--- src/rtl/hps_gpio_pkg.sv ---
// hps_gpio_pkg: register offsets and elaboration helpers for the GPIO bank
package hps_gpio_pkg;
  localparam logic [2:0] REG_DATA_IN    = 3'd0;
  localparam logic [2:0] REG_DATA_OUT   = 3'd1;
  localparam logic [2:0] REG_DIR        = 3'd2;
  localparam logic [2:0] REG_IRQ_MASK   = 3'd3;
  localparam logic [2:0] REG_EDGE_CAP   = 3'd4;
  localparam logic [2:0] REG_RISE_EN    = 3'd5;
  localparam logic [2:0] REG_FALL_EN    = 3'd6;
  localparam logic [2:0] REG_OUT_TOGGLE = 3'd7;

  // Counter width for values 0..v-1, never below one bit
  function automatic int clog2(input int v);
    int r;
    r = 1;
    while ((1 << r) < v) r++;
    return r;
  endfunction

  function automatic bit num_ch_ok(input int n);
    return n >= 1 && n <= 32;
  endfunction

  function automatic bit sync_stages_ok(input int n);
    return n >= 2 && n <= 4;
  endfunction
endpackage

--- src/rtl/hps_gpio_bank_debounce.sv ---
// gpio_debounce: per-channel synchroniser plus stability-count debounce
module gpio_debounce
  import hps_gpio_pkg::*;
#(
  parameter int SYNC_STAGES     = 2,
  parameter int DEBOUNCE_CYCLES = 50000
) (
  input  logic clk,
  input  logic reset,
  input  logic din,
  output logic dout
);
  localparam int CW = clog2(DEBOUNCE_CYCLES + 1);
  logic [SYNC_STAGES-1:0] r_sync;
  logic                   r_stable;
  logic                   w_sync;
  assign w_sync = r_sync[SYNC_STAGES-1];
  assign dout   = r_stable;
  // Shift the asynchronous pad through the synchroniser chain
  always_ff @(posedge clk or posedge reset)
    if (reset) r_sync <= '0;
    else       r_sync <= {r_sync[SYNC_STAGES-2:0], din};
  if (DEBOUNCE_CYCLES == 0) begin : g_bypass
    // No filtering: follow the synchronised input directly
    always_ff @(posedge clk or posedge reset)
      if (reset) r_stable <= 1'b0;
      else       r_stable <= w_sync;
  end else begin : g_filter
    logic [CW-1:0] r_cnt;
    // Accept a change only after it has been seen for DEBOUNCE_CYCLES cycles in a row
    always_ff @(posedge clk or posedge reset)
      if (reset) begin
        r_cnt    <= '0;
        r_stable <= 1'b0;
      end else if (w_sync == r_stable) begin
        r_cnt    <= '0;
      end else if (r_cnt == CW'(DEBOUNCE_CYCLES - 1)) begin
        r_cnt    <= '0;
        r_stable <= w_sync;
      end else begin
        r_cnt    <= r_cnt + 1'b1;
      end
  end
endmodule

--- src/rtl/hps_gpio_bank.sv ---
// hps_gpio_bank: Avalon-MM GPIO bank with direction, debounce, edge capture and irq
module hps_gpio_bank
  import hps_gpio_pkg::*;
#(
  parameter int              NUM_CH          = 8,
  parameter int              SYNC_STAGES     = 2,
  parameter int              DEBOUNCE_CYCLES = 50000,
  parameter logic [NUM_CH-1:0] OUT_RESET     = '0
) (
  input  logic              clk,
  input  logic              reset,
  input  logic [2:0]        avs_address,
  input  logic              avs_read,
  input  logic              avs_write,
  input  logic [31:0]       avs_writedata,
  output logic [31:0]       avs_readdata,
  input  logic [NUM_CH-1:0] gpio_in,
  output logic [NUM_CH-1:0] gpio_out,
  output logic [NUM_CH-1:0] gpio_oe,
  output logic              irq
);
  if (!num_ch_ok(NUM_CH) || !sync_stages_ok(SYNC_STAGES)) begin : g_bad_param
    $error("hps_gpio_bank: NUM_CH must be 1..32 and SYNC_STAGES 2..4");
  end
  // Registers are held 32 bits wide with unimplemented bits forced to zero
  localparam logic [31:0] CH_MASK = {32{1'b1}} >> (32 - NUM_CH);
  logic [31:0]       r_out, r_dir, r_mask, r_cap, r_rise_en, r_fall_en, r_rdata;
  logic              r_irq;
  logic [NUM_CH-1:0] r_stable_d;
  logic [NUM_CH-1:0] w_stable, w_rise, w_fall;
  logic [31:0]       w_wd, w_set, w_rmux;
  for (genvar i = 0; i < NUM_CH; i++) begin : g_ch
    gpio_debounce #(
      .SYNC_STAGES    (SYNC_STAGES),
      .DEBOUNCE_CYCLES(DEBOUNCE_CYCLES)
    ) u_db (
      .clk  (clk),
      .reset(reset),
      .din  (gpio_in[i]),
      .dout (w_stable[i])
    );
  end
  assign w_wd         = avs_writedata & CH_MASK;
  assign w_rise       = w_stable & ~r_stable_d;
  assign w_fall       = ~w_stable & r_stable_d;
  assign w_set        = 32'((w_rise & r_rise_en[NUM_CH-1:0]) | (w_fall & r_fall_en[NUM_CH-1:0]));
  assign gpio_out     = r_out[NUM_CH-1:0];
  assign gpio_oe      = r_dir[NUM_CH-1:0];
  assign irq          = r_irq;
  assign avs_readdata = r_rdata;
  // Read mux over the register map
  always_comb begin
    w_rmux = '0;
    case (avs_address)
      REG_DATA_IN:  w_rmux = 32'(w_stable);
      REG_DATA_OUT: w_rmux = r_out;
      REG_DIR:      w_rmux = r_dir;
      REG_IRQ_MASK: w_rmux = r_mask;
      REG_EDGE_CAP: w_rmux = r_cap;
      REG_RISE_EN:  w_rmux = r_rise_en;
      REG_FALL_EN:  w_rmux = r_fall_en;
      default:      w_rmux = '0;
    endcase
  end
  // Control registers; OUT_TOGGLE flips DATA_OUT in place
  always_ff @(posedge clk or posedge reset)
    if (reset) begin
      r_out     <= 32'(OUT_RESET);
      r_dir     <= '0;
      r_mask    <= '0;
      r_rise_en <= '0;
      r_fall_en <= '0;
    end else if (avs_write) begin
      r_out     <= avs_address == REG_DATA_OUT ? w_wd : avs_address == REG_OUT_TOGGLE ? r_out ^ w_wd : r_out;
      r_dir     <= avs_address == REG_DIR      ? w_wd : r_dir;
      r_mask    <= avs_address == REG_IRQ_MASK ? w_wd : r_mask;
      r_rise_en <= avs_address == REG_RISE_EN  ? w_wd : r_rise_en;
      r_fall_en <= avs_address == REG_FALL_EN  ? w_wd : r_fall_en;
    end
  // Edge capture with write-1-to-clear; a new edge beats a simultaneous clear
  always_ff @(posedge clk or posedge reset)
    if (reset) begin
      r_stable_d <= '0;
      r_cap      <= '0;
      r_irq      <= 1'b0;
    end else begin
      r_stable_d <= w_stable;
      r_cap      <= (r_cap & ~(avs_write && avs_address == REG_EDGE_CAP ? w_wd : 32'd0)) | w_set;
      r_irq      <= |(r_cap & r_mask);
    end
  // Registered read data, one cycle after the read strobe
  always_ff @(posedge clk or posedge reset)
    if (reset) r_rdata <= '0;
    else       r_rdata <= avs_read ? w_rmux : '0;
endmodule

--- config.mk ---
export PLATFORM = sky130hd
export DESIGN_NAME = hps_gpio_bank
export DESIGN_NICKNAME = d
export VERILOG_FILES = /design/src/rtl/hps_gpio_pkg.sv /design/src/rtl/hps_gpio_bank_debounce.sv /design/src/rtl/hps_gpio_bank.sv
export SDC_FILE = /design/constraint.sdc
export NUM_CORES = 1
export LEC_CHECK = 0
export CORE_MARGIN = 1
export CORE_UTILIZATION = 50
export DETAILED_ROUTE_END_ITERATION = 10
export PLACE_DENSITY = 0.71
export SLEW_MARGIN = 10
export SYNTH_ARGS = -nofsm -noshare
export SYNTH_HDL_FRONTEND = slang
export SYNTH_SLANG_ARGS = --single-unit
export TNS_END_PERCENT = 50
--- constraint.sdc ---
create_clock -name clk -period 21 [get_ports clk]
set_clock_uncertainty 0.1 [all_clocks]
set_input_delay 4.2 -clock clk [delete_from_list [all_inputs] [get_ports clk]]
set_output_delay 4.2 -clock clk [all_outputs]
set_load 0.01 [all_outputs]
Word-level counts from Yosys, hierarchy flattened
Index checks and enable logic that the tools add are counted.
- $add $sub $neg: 8
- eq/ne operators: 23
- multiplexer cells: 21
- bitwise logic cells: 20
- reduce and logical (&&, ||, !) cells: 17
- operators by type and width (kind ; count):
    2-to-1 mux 16 bit ; 16
    case mux 32 bit (7 select lines) ; 1
    adder 16 x 1 -> 16 bit, second input constant ; 8
    == test 16 bit, second input constant ; 8
    2-to-1 mux 32 bit ; 3
    bitwise AND 32 bit ; 1
    bitwise AND 32 x 8 -> 32 bit ; 1
    bitwise AND 8 bit ; 4
    NOT 8 -> 32 bit ; 1
    OR 32 x 8 -> 32 bit ; 1
    OR reduction 32 bit ; 1
    bitwise XOR 32 x 8 -> 32 bit ; 1
    AND reduction 2 bit ; 13
    NOT 8 bit ; 2
    == test 3 bit, second input constant ; 4
    == test 1 bit ; 8
    2-to-1 mux 8 bit ; 1
    NOT 1 bit ; 8
    OR 8 bit ; 1
    == test 3 x 2 -> 1 bit, second input constant ; 2
    == test 3 x 1 -> 1 bit, second input constant ; 1
    logical NOT 3 bit ; 1
    nonzero test 2 bit ; 1
    logical AND 1 bit ; 1
- register bits after elaboration: 289
- input bits: 47
- output and inout bits: 49
- word-level logic and storage cells: 122

Logic depth before layout (Yosys ltp)
- depth in word-level cells: 6
- depth in mapped cells: 6
- mapped depth without buffers: 5

Cells and area by module
A second synthesis with hierarchy kept.
- cell total of the unflattened synthesis: 997
- area, all modules: 11185.7 µm²
- modules (own cells, without submodules) (module ; instances ; cells an instance ; area each (µm²) ; sequential area each (µm²)):
    gpio_debounce ; 8 ; 87 ; 982.2 ; 475.5
    hps_gpio_bank ; 1 ; 301 ; 3328.2 ; 1651.6

Worst setup path after synthesis
Ideal clock, no wire load.
- path type: input port to flip-flop
- start: input port avs_address[0]
- end: register r_rise_en[0]
- library setup time: 0.125 ns
- data arrival time: 5.471 ns
- required time: 20.775 ns
- path slack: 15.304 ns
- cell stages on the path: 6
- path buffers: 2
- path through: buf_2 -> and2_0 -> nand2_1 -> or2_2 -> clkbuf_1 -> mux2_2
- longest elaborated chain between the ends: 2
- RTL lines (what ; RTL line ; text):
    start: declaration ; hps_gpio_bank.sv:12 ; input logic [2:0] avs_address,
    == test 3 bit ; hps_gpio_bank.sv:77 ; r_rise_en <= avs_address == REG_RISE_EN ? w_wd : r_rise_en;
    AND reduction 2 bit (no line) ; n/a ;
    end signal: assignment ; hps_gpio_bank.sv:77 ;
    end: declaration ; hps_gpio_bank.sv:27 ; logic [31:0] r_out, r_dir, r_mask, r_cap, r_rise_en, r_fall_en, r_rdata;
Every way passes these cells.
A chain may end at the register's enable or synchronous reset.

Worst setup path after layout
- start: input port avs_address[1]
- end: register r_dir[0]
- longest elaborated chain between the ends: 2
- RTL lines (what ; RTL line ; text):
    == test 3 x 2 -> 1 bit ; hps_gpio_bank.sv:75 ; r_dir <= avs_address == REG_DIR ? w_wd : r_dir;
    AND reduction 2 bit (no line) ; n/a ;
    end signal: assignment ; hps_gpio_bank.sv:75 ;
    end: declaration ; hps_gpio_bank.sv:27 ;
Every way passes these cells.

==> results by group <==
Status
  • Status: complete, no violations

Setup path
  • Setup crit start kind: primary input
  • CP max FO: 40
  • R2R cell count: 5
  • Element type at the critical path end: flop
  • Worst Path Arrival: 6.46 ns
  • CP Class: in -> reg
  • CP required: approximately 21 ns

Synthesis
  • Count leader, synth: dfrtp_1
  • Prevailing post-synth register cell: dfrtp_1
  • Syn Nets: roughly 1.0k
  • #FFs+latches synth: 218
  • Mapped Area: 10,400 um^2
  • Async SR Flop Fraction: 1.00
  • Syn Area/Cell: about 10 um^2
  • Synth top area share: 0.526
  • Synth area leader: dfrtp_1
  • Post-Syn Instances: 990
  • Yosys warnings: 0
  • Seq/Total Area, Yosys: 0.526
  • Post-synth EDFFs: 0
  • Synth unique cells: 56
  • Post-synth top cells: 218 x dfrtp_1, 154 x nor2_1, 89 x xnor2_1, 70 x nand2_1, 44 x nand3_1
  • Ranking of synthesized cells by area: dfrtp_1 53%, xnor2_1 7.5%, nor2_1 5.6%

Cells and area
  • Fin nets: approximately 1.1k
  • FILL cells: around 1.7k
  • # diodes: 0
  • Design area: 12,000 um^2
  • Layout area overhead: 15.7%
  • Layout cells sized above 1: 0.107

Placed design
  • Area post-placement: 11,200 um^2
  • # port buffers: 71
  • RD Place Congestion: between 0.8 and 0.9
  • DP HPWL: 13.3 mm

Drt
  • Starting DRT DRC Count: 364
  • Wire per inst: 15.3 um
  • Met2 WL: 9.52 mm
  • DRT antenna net count: 0
  • Via count: approximately 7k
  • Routed wl met3: slightly below 900 um
  • M1 WL: around 9.5 mm
  • DR pass1 iterations: 5
  • Via/cell ratio: 5.41
  • Max layer used: met4
  • Final wirelength: 20.3 mm
  • DR DRC count: 0

Job
  • Max Cap Viol: 0

Floorplan
  • Row Count: 52
  • Initial core utilization: 0.511
  • DIE HEIGHT: 146 um
  • I/O pins: 96
  • Die area: approximately 21,000 um^2
  • Die width: ~150 um
  • CORE AREA: 20,300 um^2

Timing
  • RSZ-0062 raised after global routing: false
  • Period utilisation layout: 0.294
  • Final hold vios: 0
  • Slew Viols, Final: 0
  • Worst rel slew slack: 0.311
  • Crit path time final: 6.17 ns
  • Slew @ Worst Pin: 1.03 ns
  • Max Fclk: ~0.16 GHz
  • Final setup violation count: 0
  • Setup tns final: 0 ns

CTS
  • PostCTS Resize Cnt: 0
  • CTS max path bufs: 3
  • Setup Fix Bufs, Post-CTS: 0
  • CTS Sinks: 218
  • CTS tree: done
  • Clk pin slew, worst setup/hold paths: ~0.050 ns
  • Total CTS buffers: 24
  • Htree depth: 1
  • Clk_lat worst skew: 0.51 ns
  • CTS Hold Bufs: 0
  • Root Driver: clkbuf_16

Pwr
  • Psw: 222 uW
  • Flop pwr share: 0.479
  • Power density over cell area: 80.1 nW/um^2
  • Comb pwr share: 0.086
  • Pint: 739 uW
  • Peak VDD IR: 0.0000533 V
  • Switching part of the total: 0.231
  • Clk pwr share: 0.434
  • Leakage power: approximately 4.9 nW

Worst hold path
  • Worst hold path type: reg -> reg
  • Worst Hold Depth: 0

Global routing
  • Total GRT Usage: 0.200
  • Initial antenna violation count: 0
  • Largest net degree at the start of global routing: approximately 150
  • GRT Residual Overflow: 0
  • First-pass GRT wire length: between 30 and 40 mm
  • Vias in the first global route: 7,034
-- state kept, by name, indices dropped and copies added (netlist names) --
register	flops
g_ch.u_db.dout	8
r_rise_en	8
r_out	8
r_dir	8
g_ch.u_db.g_filter.r_cnt	128
avs_readdata	9
r_fall_en	8
r_mask	8
r_cap	8
g_ch.u_db.r_sync	16
irq	1
r_stable_d	8
-- cells in the final DEF, fill, tap and decap left out, drive strengths merged, types with 8 or more instances in the layout --
cell type	count
nor4	36
buf	10
nand2	71
clkbuf	35
a211oi	9
nand3	44
clkdlybuf4s50	70
a21o	8
mux2	44
inv	30
or3	8
ha	8
a21oi	28
xor2	26
nor3	30
dfrtp	218
and3	10
xnor2	89
nor4bb	8
nand4	36
o22ai	12
nor2	154
-- cells by family after synthesis --
| kind of cell | Yosys count | synth area share |
|---|---|---|
| AO/OA/AOI/OAI | 85 | 0.0575 |
| XOR/XNOR | 115 | 0.0971 |
| adder cells (fa/ha/maj) | 8 | 0.00965 |
| buffers and inverters | 79 | 0.0385 |
| flip-flops | 218 | 0.526 |
| multiplexers | 56 | 0.0670 |
| other | 1 | 0.000362 |
| AND/OR/NAND/NOR | 428 | 0.204 |
-- power groups by stage --
stage                     clock network [mW]  logic [mW]  registers [mW]
after global routing                   0.446      0.0919           0.464
after detailed placement                   0      0.0844           0.468
after floorplan                            0      0.0505           0.466
final                                  0.417      0.0831           0.461
after CTS                              0.427      0.0848           0.461
after global placement                     0      0.0826           0.467
-- final timing paths --
kind                       slack, ns                            from                              end
hold / removal                  0.25          g_ch[6].u_db.r_sync[0]           g_ch[6].u_db.r_sync[1]
min in group asynchronous       4.21                           reset                         r_out[3]
setup / recovery               14.83                  avs_address[1]                         r_dir[0]
setup reg to reg               18.84  g_ch[6].u_db.g_filter.r_cnt[0]   g_ch[6].u_db.g_filter.r_cnt[8]
hold reg to reg                 0.25          g_ch[6].u_db.r_sync[0]           g_ch[6].u_db.r_sync[1]
max in group asynchronous      15.03                           reset  g_ch[1].u_db.g_filter.r_cnt[13]
-- metrics by stage --
stage / util / power (mW) / worst slack, ns / std cells / hold WS (ns)
after floorplan: - / 0.516 / 10.74 / 990 / 0.231
after global placement: 0.552 / 0.549 / 14.31 / 1291 / 0.233
after detailed placement: 0.552 / 0.552 / 14.32 / 1291 / 0.236
after CTS: 0.591 / 0.972 / 14.79 / 1331 / 0.249
after global routing: 0.591 / 1.00 / 14.69 / 1331 / 0.258
final: 0.591 / 0.961 / 14.83 / 1331 / 0.247
-- final cells by class --
type,instances,area (um^2),area share
Tap cell,270,338,0.0281
Multi-Input combinational cell,693,4520,0.377
Sequential cell,218,5460,0.454
Timing Repair Buffer,80,773,0.0644
Inverter,30,120,0.0100
Clock buffer,35,743,0.0619
Clock inverter,5,50.0,0.00417
-- critical path, cell delays in order --
cell	delay, ns
clkdlybuf4s50_1	0.46
buf_4	0.37
nor4bb_2	0.79
buf_4	0.28
mux2_2	0.34
-- metal layers --
metal,vias to the layer above,track usage
li1,3566,-
met1,3486,0.285
met2,118,0.319
met3,28,0.0341
met4,0,0.0490
met5,-,0
No activity file was read; power rests on OpenSTA's default activity.
